[src/rtl/mem_port_arbiter_if.sv]
// Signal bundle for mem_port_arbiter: IF and LS requester handshakes plus the shared memory port.
// The slave modport is the arbiter's view; the master modport is the surrounding core/memory.
interface mem_port_arbiter_if #(
    parameter int ADDR_W = 64,
    parameter int DATA_W = 64
);
    logic                  if_req_valid;
    logic                  if_req_ready;
    logic [ADDR_W-1:0]     if_addr;
    logic                  if_resp_valid;
    logic [DATA_W-1:0]     if_rdata;

    logic                  ls_req_valid;
    logic                  ls_req_ready;
    logic [ADDR_W-1:0]     ls_addr;
    logic                  ls_wen;
    logic [DATA_W-1:0]     ls_wdata;
    logic [DATA_W/8-1:0]   ls_wmask;
    logic                  ls_resp_valid;
    logic [DATA_W-1:0]     ls_rdata;

    logic                  mem_req_valid;
    logic                  mem_req_ready;
    logic [ADDR_W-1:0]     mem_addr;
    logic                  mem_wen;
    logic [DATA_W-1:0]     mem_wdata;
    logic [DATA_W/8-1:0]   mem_wmask;
    logic                  mem_resp_valid;
    logic [DATA_W-1:0]     mem_rdata;

    modport slave (
        input  if_req_valid, if_addr, ls_req_valid, ls_addr, ls_wen, ls_wdata, ls_wmask,
               mem_req_ready, mem_resp_valid, mem_rdata,
        output if_req_ready, if_resp_valid, if_rdata, ls_req_ready, ls_resp_valid, ls_rdata,
               mem_req_valid, mem_addr, mem_wen, mem_wdata, mem_wmask
    );

    modport master (
        output if_req_valid, if_addr, ls_req_valid, ls_addr, ls_wen, ls_wdata, ls_wmask,
               mem_req_ready, mem_resp_valid, mem_rdata,
        input  if_req_ready, if_resp_valid, if_rdata, ls_req_ready, ls_resp_valid, ls_rdata,
               mem_req_valid, mem_addr, mem_wen, mem_wdata, mem_wmask
    );
endinterface

[src/rtl/mem_port_arbiter.sv]
// Shares one memory port between instruction fetch (read-only) and load/store, one transaction in flight.
// Define MEM_PORT_ARBITER_RR_EN for round-robin arbitration; default is fixed priority LS over IF.
module mem_port_arbiter #(
    parameter int ADDR_W = 64,
    parameter int DATA_W = 64
) (
    input  logic                clk,
    input  logic                rst,
    mem_port_arbiter_if.slave   bus
);
    localparam int MASK_W = DATA_W / 8;

    typedef enum logic [1:0] {IDLE, ISSUE, WAIT} state_t;
    typedef enum logic {OWN_IF = 1'b0, OWN_LS = 1'b1} owner_t;

    state_t              state, state_nxt;
    owner_t              owner;
    logic [ADDR_W-1:0]   addr_q;
    logic                wen_q;
    logic [DATA_W-1:0]   wdata_q;
    logic [MASK_W-1:0]   wmask_q;
    logic [DATA_W-1:0]   if_rdata_q, ls_rdata_q;
    logic                grant_if, grant_ls;
    logic                resp_fire;
    logic                accept;

`ifdef MEM_PORT_ARBITER_RR_EN
    owner_t last_grant;

    // On contention the requester that was not granted last time wins.
    always_comb begin
        grant_ls = bus.ls_req_valid && (!bus.if_req_valid || last_grant == OWN_IF);
        grant_if = bus.if_req_valid && !grant_ls;
    end

    always_ff @(posedge clk) begin
        if (rst) begin
            last_grant <= OWN_IF;
        end else if (accept) begin
            last_grant <= grant_ls ? OWN_LS : OWN_IF;
        end
    end
`else
    assign grant_ls = bus.ls_req_valid;
    assign grant_if = bus.if_req_valid && !bus.ls_req_valid;
`endif

    assign accept = (state == IDLE) && (grant_if || grant_ls);

    always_ff @(posedge clk) begin
        if (rst) begin
            state <= IDLE;
        end else begin
            state <= state_nxt;
        end
    end

    always_comb begin
        state_nxt         = state;
        bus.if_req_ready  = 1'b0;
        bus.ls_req_ready  = 1'b0;
        bus.mem_req_valid = 1'b0;
        resp_fire         = 1'b0;
        case (state)
            IDLE: begin
                bus.if_req_ready = grant_if;
                bus.ls_req_ready = grant_ls;
                if (grant_if || grant_ls) begin
                    state_nxt = ISSUE;
                end
            end
            ISSUE: begin
                bus.mem_req_valid = 1'b1;
                if (bus.mem_req_ready) begin
                    state_nxt = WAIT;
                end
            end
            WAIT: begin
                if (bus.mem_resp_valid) begin
                    resp_fire = 1'b1;
                    state_nxt = IDLE;
                end
            end
            default: state_nxt = IDLE;
        endcase
    end

    // Request latches and read-data holding registers.
    always_ff @(posedge clk) begin
        if (rst) begin
            owner      <= OWN_IF;
            addr_q     <= '0;
            wen_q      <= 1'b0;
            wdata_q    <= '0;
            wmask_q    <= '0;
            if_rdata_q <= '0;
            ls_rdata_q <= '0;
        end else begin
            if (accept && grant_ls) begin
                owner   <= OWN_LS;
                addr_q  <= bus.ls_addr;
                wen_q   <= bus.ls_wen;
                wdata_q <= bus.ls_wdata;
                wmask_q <= bus.ls_wmask;
            end else if (accept) begin
                owner   <= OWN_IF;
                addr_q  <= bus.if_addr;
                wen_q   <= 1'b0;
                wdata_q <= '0;
                wmask_q <= '0;
            end
            if (bus.if_resp_valid) begin
                if_rdata_q <= bus.mem_rdata;
            end
            if (bus.ls_resp_valid) begin
                ls_rdata_q <= bus.mem_rdata;
            end
        end
    end

    assign bus.if_resp_valid = resp_fire && (owner == OWN_IF);
    assign bus.ls_resp_valid = resp_fire && (owner == OWN_LS);
    // Read data flows through on the strobe cycle, then holds the captured copy.
    assign bus.if_rdata      = bus.if_resp_valid ? bus.mem_rdata : if_rdata_q;
    assign bus.ls_rdata      = bus.ls_resp_valid ? bus.mem_rdata : ls_rdata_q;

    assign bus.mem_addr  = addr_q;
    assign bus.mem_wen   = wen_q;
    assign bus.mem_wdata = wdata_q;
    assign bus.mem_wmask = wmask_q;
endmodule

[src/flat_wrapper.sv]
// flat-port wrapper written by rule: the top's interface ports become plain ports
module mem_port_arbiter_flat 
#(
    parameter int ADDR_W = 64,
    parameter int DATA_W = 64
)
  (clk, rst, bus_if_req_valid, bus_if_addr, bus_ls_req_valid, bus_ls_addr, bus_ls_wen, bus_ls_wdata, bus_ls_wmask, bus_mem_req_ready, bus_mem_resp_valid, bus_mem_rdata, bus_if_req_ready, bus_if_resp_valid, bus_if_rdata, bus_ls_req_ready, bus_ls_resp_valid, bus_ls_rdata, bus_mem_req_valid, bus_mem_addr, bus_mem_wen, bus_mem_wdata, bus_mem_wmask);
  mem_port_arbiter_if #(.ADDR_W(ADDR_W), .DATA_W(DATA_W)) bus_i ();
  input  logic clk;
  input  logic rst;
  input wire logic [$bits(bus_i.if_req_valid)-1:0] bus_if_req_valid;
  input wire logic [$bits(bus_i.if_addr)-1:0] bus_if_addr;
  input wire logic [$bits(bus_i.ls_req_valid)-1:0] bus_ls_req_valid;
  input wire logic [$bits(bus_i.ls_addr)-1:0] bus_ls_addr;
  input wire logic [$bits(bus_i.ls_wen)-1:0] bus_ls_wen;
  input wire logic [$bits(bus_i.ls_wdata)-1:0] bus_ls_wdata;
  input wire logic [$bits(bus_i.ls_wmask)-1:0] bus_ls_wmask;
  input wire logic [$bits(bus_i.mem_req_ready)-1:0] bus_mem_req_ready;
  input wire logic [$bits(bus_i.mem_resp_valid)-1:0] bus_mem_resp_valid;
  input wire logic [$bits(bus_i.mem_rdata)-1:0] bus_mem_rdata;
  output wire logic [$bits(bus_i.if_req_ready)-1:0] bus_if_req_ready;
  output wire logic [$bits(bus_i.if_resp_valid)-1:0] bus_if_resp_valid;
  output wire logic [$bits(bus_i.if_rdata)-1:0] bus_if_rdata;
  output wire logic [$bits(bus_i.ls_req_ready)-1:0] bus_ls_req_ready;
  output wire logic [$bits(bus_i.ls_resp_valid)-1:0] bus_ls_resp_valid;
  output wire logic [$bits(bus_i.ls_rdata)-1:0] bus_ls_rdata;
  output wire logic [$bits(bus_i.mem_req_valid)-1:0] bus_mem_req_valid;
  output wire logic [$bits(bus_i.mem_addr)-1:0] bus_mem_addr;
  output wire logic [$bits(bus_i.mem_wen)-1:0] bus_mem_wen;
  output wire logic [$bits(bus_i.mem_wdata)-1:0] bus_mem_wdata;
  output wire logic [$bits(bus_i.mem_wmask)-1:0] bus_mem_wmask;
  assign bus_i.if_req_valid = bus_if_req_valid;
  assign bus_i.if_addr = bus_if_addr;
  assign bus_i.ls_req_valid = bus_ls_req_valid;
  assign bus_i.ls_addr = bus_ls_addr;
  assign bus_i.ls_wen = bus_ls_wen;
  assign bus_i.ls_wdata = bus_ls_wdata;
  assign bus_i.ls_wmask = bus_ls_wmask;
  assign bus_i.mem_req_ready = bus_mem_req_ready;
  assign bus_i.mem_resp_valid = bus_mem_resp_valid;
  assign bus_i.mem_rdata = bus_mem_rdata;
  assign bus_if_req_ready = bus_i.if_req_ready;
  assign bus_if_resp_valid = bus_i.if_resp_valid;
  assign bus_if_rdata = bus_i.if_rdata;
  assign bus_ls_req_ready = bus_i.ls_req_ready;
  assign bus_ls_resp_valid = bus_i.ls_resp_valid;
  assign bus_ls_rdata = bus_i.ls_rdata;
  assign bus_mem_req_valid = bus_i.mem_req_valid;
  assign bus_mem_addr = bus_i.mem_addr;
  assign bus_mem_wen = bus_i.mem_wen;
  assign bus_mem_wdata = bus_i.mem_wdata;
  assign bus_mem_wmask = bus_i.mem_wmask;
  mem_port_arbiter #(.ADDR_W(ADDR_W), .DATA_W(DATA_W)) u_core (.clk(clk), .rst(rst), .bus(bus_i));
endmodule
[config.mk]
export PLATFORM = sky130hd
export DESIGN_NAME = mem_port_arbiter_flat
export DESIGN_NICKNAME = d
export VERILOG_FILES = /design/src/rtl/mem_port_arbiter_if.sv /design/src/rtl/mem_port_arbiter.sv /design/src/flat_wrapper.sv
export SDC_FILE = /design/constraint.sdc
export NUM_CORES = 1
export LEC_CHECK = 0
export CORE_AREA = 3 3 212 214
export DETAILED_ROUTE_END_ITERATION = 8
export DIE_AREA = 0 0 215 217
export GPL_TIMING_DRIVEN = 0
export HOLD_SLACK_MARGIN = 0.03
export PLACE_DENSITY = 0.56
export RECOVER_POWER = 25
export SLEW_MARGIN = 25
export SYNTH_ARGS = -nofsm -noshare
export SYNTH_HDL_FRONTEND = slang
export SYNTH_SLANG_ARGS = --single-unit
[constraint.sdc]
create_clock -name clk -period 3.73 [get_ports clk]
set_clock_uncertainty 0.15 [all_clocks]
set_input_delay 0.5595 -clock clk [delete_from_list [all_inputs] [get_ports clk]]
set_output_delay 0.5595 -clock clk [all_outputs]
set_load 0.01 [all_outputs]
==> results_dict.tcl <==
set metrics [dict create \
    status "finished, final reports clean" \
    fillCellCount 4296 \
    clockBufferDepth 3 \
    fin_cells 2234 \
    r2r_cells 4 \
    ys_warn_count 0 \
    busiest_layer "met2" \
    clock_sinks 268 \
    post_cts_buffers 0 \
    finish.instance_area_sq_um 17500 \
    start_util 0.2448 \
    synth_edf_count 0 \
    use_met3 0.05767 \
    grt_max_degree 16 \
    rows 76 \
    finalCoreUtilization 0.4062 \
    ys_seq_area_frac 0.5088 \
    relSlewSlack 0.3885 \
    min_path_cells 2 \
    gp_congestion 0.8382 \
    grt_pass1_wl_mm 63.91 \
    dpl_worst_slack_ns 0.3385 \
    ant_nets 0 \
    drc 0 \
    setup_viol 0 \
    cp-start-kind "input port" \
    timing.fmax_mhz 280.0 \
    numCtsBuffers 31 \
    cts-root-buf "clkbuf_16" \
    synth_area_sq_um 10540 \
    power_mw 7.201 \
    syn_nets 1322 \
    wl_per_cell_microns 19.54 \
    synth_cell_types 26 \
    drive_above_1_share 0.06804 \
    antenna_found_initial 4 \
    cp-end-kind "output port" \
    portBuffers 539 \
    setup_ws_ns 0.1581 \
    grt_use_met1 0.1969 \
    synth.avg_cell_area_sq_um 10.03 \
    whs_ns 0.3110 \
    cts.clk_slew.worst_paths_ns 0.06 \
    power_density_nw_per_um2 411.5 \
    drv_cap 0 \
    die_w_microns 215 \
    first_iter_violations 445 \
    fin_crit_ns 3.572 \
    cp_data_arrival_time_ns 2.86 \
    grtUsageTotal 0.1761 \
    grt_pass1_vias 10280 \
    worstMarginPinSlew_ns 0.9173 \
    slew_violations 0 \
    die_h_microns 217 \
    placed_area_sq_um 16670 \
    area_growth_pct 65.97 \
    dieArea_sq_um 46660 \
    cts_tree "built" \
    final_hold_viol_count 0 \
    p_leak_nw 6.846 \
    rsz0062_at_grt "no" \
    numPlacedInstances 2175 \
    h-tree-depth 1 \
    place_hpwl_mm 34.61 \
    post-route-period-util 0.9576 \
    core_sq_um 43080 \
    io_pins 541 \
    clkLatencyLatePin_ns 0.55 \
    nNetsFinal 1894 \
    critPathRequiredTime_ns 3.02 \
    hold_class "flop to flop" \
    cts_resized 0 \
    cp_max_fo 10 \
    first_pass_iters 4 \
    critical_path_class "input port to output port" \
    ys_dominant_reg_cell "dfxtp_1" \
    peakVddDrop_mv 0.2371 \
    met2_usage 0.3136 \
    async_flop_share 0 \
    avgViaCountPerCell 4.484 \
    synth-seq-cells 268 \
    tns_ns 0 \
    gr-total-overflow 0 \
    wl_mm 43.65 \
    via_count 10020 \
    cts-hold-fix-buffers 0 \
    postSynthCellCount 1051 \
]
## cells in the mapped netlist, drive strengths merged, types with 2 or more instances
| cell | n | area [sq um] |
|---|---|---|
| a21oi | 75 | 375.4 |
| a221oi | 63 | 551.8 |
| buf | 33 | 203.9 |
| clkbuf | 61 | 229.0 |
| dfxtp | 268 | 5365 |
| inv | 67 | 251.5 |
| mux2 | 128 | 1625 |
| nand2 | 75 | 281.5 |
| nand2b | 2 | 12.51 |
| nor2 | 5 | 18.77 |
| nor2b | 129 | 807.0 |
| o21ai | 76 | 380.4 |
| o22ai | 63 | 394.1 |
## state kept, by name (all words and copies together) (netlist names)
| register | count |
|---|---|
| u_core.ls_rdata_q | 64 |
| u_core.bus.mem_wen | 1 |
| u_core.state | 2 |
| u_core.bus.mem_wdata | 64 |
| u_core.bus.mem_addr | 64 |
| u_core.owner | 1 |
| u_core.if_rdata_q | 64 |
| u_core.bus.mem_wmask | 8 |
## cell families after synthesis
kind of cell | after synthesis | share of synthesized area
flops | 268 | 0.5088
buf+inv | 161 | 0.06491
compound gates | 279 | 0.1627
mux | 128 | 0.1541
simple gates | 215 | 0.1094
## cell usage in the layout (no fill, tap or decap)
cell type        count
a22oi_1              1
buf_6                5
inv_1               66
dfxtp_1            268
o21ai_1              2
clkinvlp_4           1
dlygate4sd3_1       81
inv_2                1
and4bb_1             1
mux2_4              12
nor2b_1            129
nand4b_1             1
diode_2              3
clkbuf_16           31
nand4_1              1
clkinv_2             2
a31oi_1              1
clkdlybuf4s50_1    458
mux2_1              86
nand2_1             75
or2_1                1
mux2_2              30
buf_1                6
buf_2               15
nor2_1               5
buf_4                6
a221oi_1            63
inv_6                1
clkbuf_1            75
o22ai_1             63
a21oi_1             75
nand2b_1             2
o21ai_0             74
clkbuf_8             8
## worst max-delay path, cell delays in order
cell and delay [ns]:
clkdlybuf4s50_1 0.51, and4bb_1 0.22, clkbuf_1 0.59, mux2_2 0.46, clkdlybuf4s50_1 0.52
## cell type report
type                    count  area [sq um]  area share
well taps                 585         732.0     0.04183
diodes                      3         7.507   0.0004290
multi-input cells         622          4355      0.2489
flip-flops and latches    268          5365      0.3066
inverters                  67         251.5     0.01437
clock buffers              52         934.6     0.05341
repair buffers            539          5395      0.3083
clock inverters             4         26.28    0.001502
plain buffers              94         431.7     0.02467
## power by group
| group | switching (mW) | internal [mW] | total [mW] |
|---|---|---|---|
| logic | 0.590 | 0.655 | 1.25 |
| clock network | 1.18 | 1.69 | 2.87 |
| registers | 0.0738 | 3.01 | 3.09 |
## layer usage
metal	part of all wire	vias up
met5	0.00030	-
met4	0.036	2
met3	0.087	71
met2	0.48	402
met1	0.39	4741
li1	-	4802
## path summary, 6_finish.rpt
kind	startpoint	to	slack, ns
worst max register to register	u_core.owner	u_core.if_rdata_q[62]	1.61
worst min-delay path	u_core.bus.mem_addr[55]	u_core.bus.mem_addr[55]	0.31
worst max-delay path	bus_mem_resp_valid	bus_if_rdata[0]	0.16
worst min register to register	u_core.bus.mem_addr[55]	u_core.bus.mem_addr[55]	0.31
Power figures use the tool's default switching activity.
==> patch, RTL diff (same flow settings) <==
Build with the macro `MEM_PORT_ARBITER_RR_EN` defined.
--- a/src/rtl/mem_port_arbiter.sv
+++ b/src/rtl/mem_port_arbiter.sv
@@ -2,2 +2,4 @@
 // Define MEM_PORT_ARBITER_RR_EN for round-robin arbitration; default is fixed priority LS over IF.
+`define MEM_PORT_ARBITER_RR_EN
+
 module mem_port_arbiter #(
Function: changed (Yosys sat finds a counterexample within 4 cycles, from zero or initial values and one cycle with rst high).
==> patch against the original RTL <==
  * Power increased by 8.2%
  * Worst setup slack improved by 0.0070 ns
  * Fmax is 0.20% higher
  * Synthesized cell count grew 9.0%
  * Synthesized area rose by 7.1%
  * Cell area is 4.8% higher
  * Routed wire length up 12%
  * Sequential cell count up 1
  * Global-route usage up 2.0 points
  * Largest cell class unchanged
==> patch: results (changes against the original RTL) <==
- Logic pwr share: 19.8% (+2.5 points)
- Global-route wire length before repair: 71,000 um (+11%)
- Synth Area in Compound Gates: 13.5% (-2.8 points)
- Fin crit share: 95.6% (-0.19 points)
- Internal: 5.64 mW (+5.3%)
- FF-to-FF setup slack: 1.38 ns (-0.23 ns)
- RePlAce Congestion: 0.867 (+3.4%)
- Relative slew slack: 42.1% (+3.2 points)
- Wire length on met2: 23,500 um (+11%)
- Peak VDD IR: 0.000268 V (+13%)
- Worst-Skew Late Latency: 0.58 ns (+0.03 ns)
- Tot GR Track Use: 19.7% (+2.0 points)
- Status: completed
- Reg2reg end: u_core.bus.mem_addr[46]
- Vias per Instance: 4.75 (+5.9%)
- Detailed Place HPWL: 37,600 um (+8.6%)
- Iteration-0 DRC count of the detailed router: 476 (+7.0%)
- R2R depth: 6 (+2)
- Metal3 WL: 4710 um (+24%)
- Leakage power: 6.90 nW (+0.74%)
- Filler cells: 4,305 (+0.21%)
- Antenna violations before repair: 6 (+2)
- FF-to-FF Start: u_core.state[1]
- Vias in the first global route: 11,200 (+9.4%)
- Largest net degree at the start of global routing: 17 (+1)
- Unique masters post-synth: 29 (+12%)
- Layout cells sized above 1: 9.59% (+2.8 points)
- Register area share after synthesis: 47.7% (-3.2 points)
- Synth top cells by count: 269 x dfxtp_1, 130 x nand2_1, 91 x nor2b_1, 75 x a21oi_1
- Crit path to: bus_if_req_ready
- Critical Path Source: bus_if_req_valid
- M1 wire length: 18,900 um (+10%)
- Critical Path Slowest Stage Cell: clkdlybuf4s50_1
- Area contributors post-synth: dfxtp_1 48%, mux2_2 7.2%, mux2_4 6.5%
- Placed Area: 17,400 um2 (+4.5%)
## patch: metal layers
| metal | track usage, % | vias to the layer above |
|---|---|---|
| met1 | 22.1 | 5263 |
| met2 | 34.8 | 473 |
| met3 | 7.53 | 80 |
| met4 | 5.62 | 10 |
| li1 | - | 5223 |
| met5 | 0 | - |
## patch: worst min-delay path, cell delays in order (launching register included)
cell and delay, ns:
dfxtp_1 0.31, nand2_1 0.05, a311oi_1 0.08
## patch: how the worst min path moves through the flow
stage | from | endpoint | slack [ns] | cells after the start
floorplan | u_core.owner | u_core.owner | 0.33 | 2
global placement | u_core.bus.mem_wdata[46] | u_core.bus.mem_wdata[46] | 0.33 | 2
detailed placement | u_core.bus.mem_addr[57] | u_core.bus.mem_addr[57] | 0.33 | 2
CTS | u_core.bus.mem_wdata[44] | u_core.bus.mem_wdata[44] | 0.34 | 2
global route | u_core.bus.mem_wdata[8] | u_core.bus.mem_wdata[8] | 0.36 | 2
finish | u_core.bus.mem_addr[31] | u_core.bus.mem_addr[31] | 0.34 | 2
## patch: through the flow
step	cells	power, mW	setup slack, ns
floorplan	1146	3.82	1.48
global placement	2270	4.74	0.144
detailed placement	2270	4.75	0.123
CTS	2326	7.92	0.0561
global route	2326	8.11	0.00709
finish	2327	7.79	0.165
## patch: cell type report
| class | count | area share (%) |
|---|---|---|
| plain buffers | 122 | 3.49 |
| inverters | 4 | 0.0819 |
| well taps | 585 | 3.99 |
| repair buffers | 539 | 29.4 |
| clock buffers | 48 | 5.07 |
| flip-flops and latches | 269 | 29.4 |
| diodes | 1 | 0.0137 |
| clock inverters | 8 | 0.587 |
| multi-input cells | 751 | 28.0 |
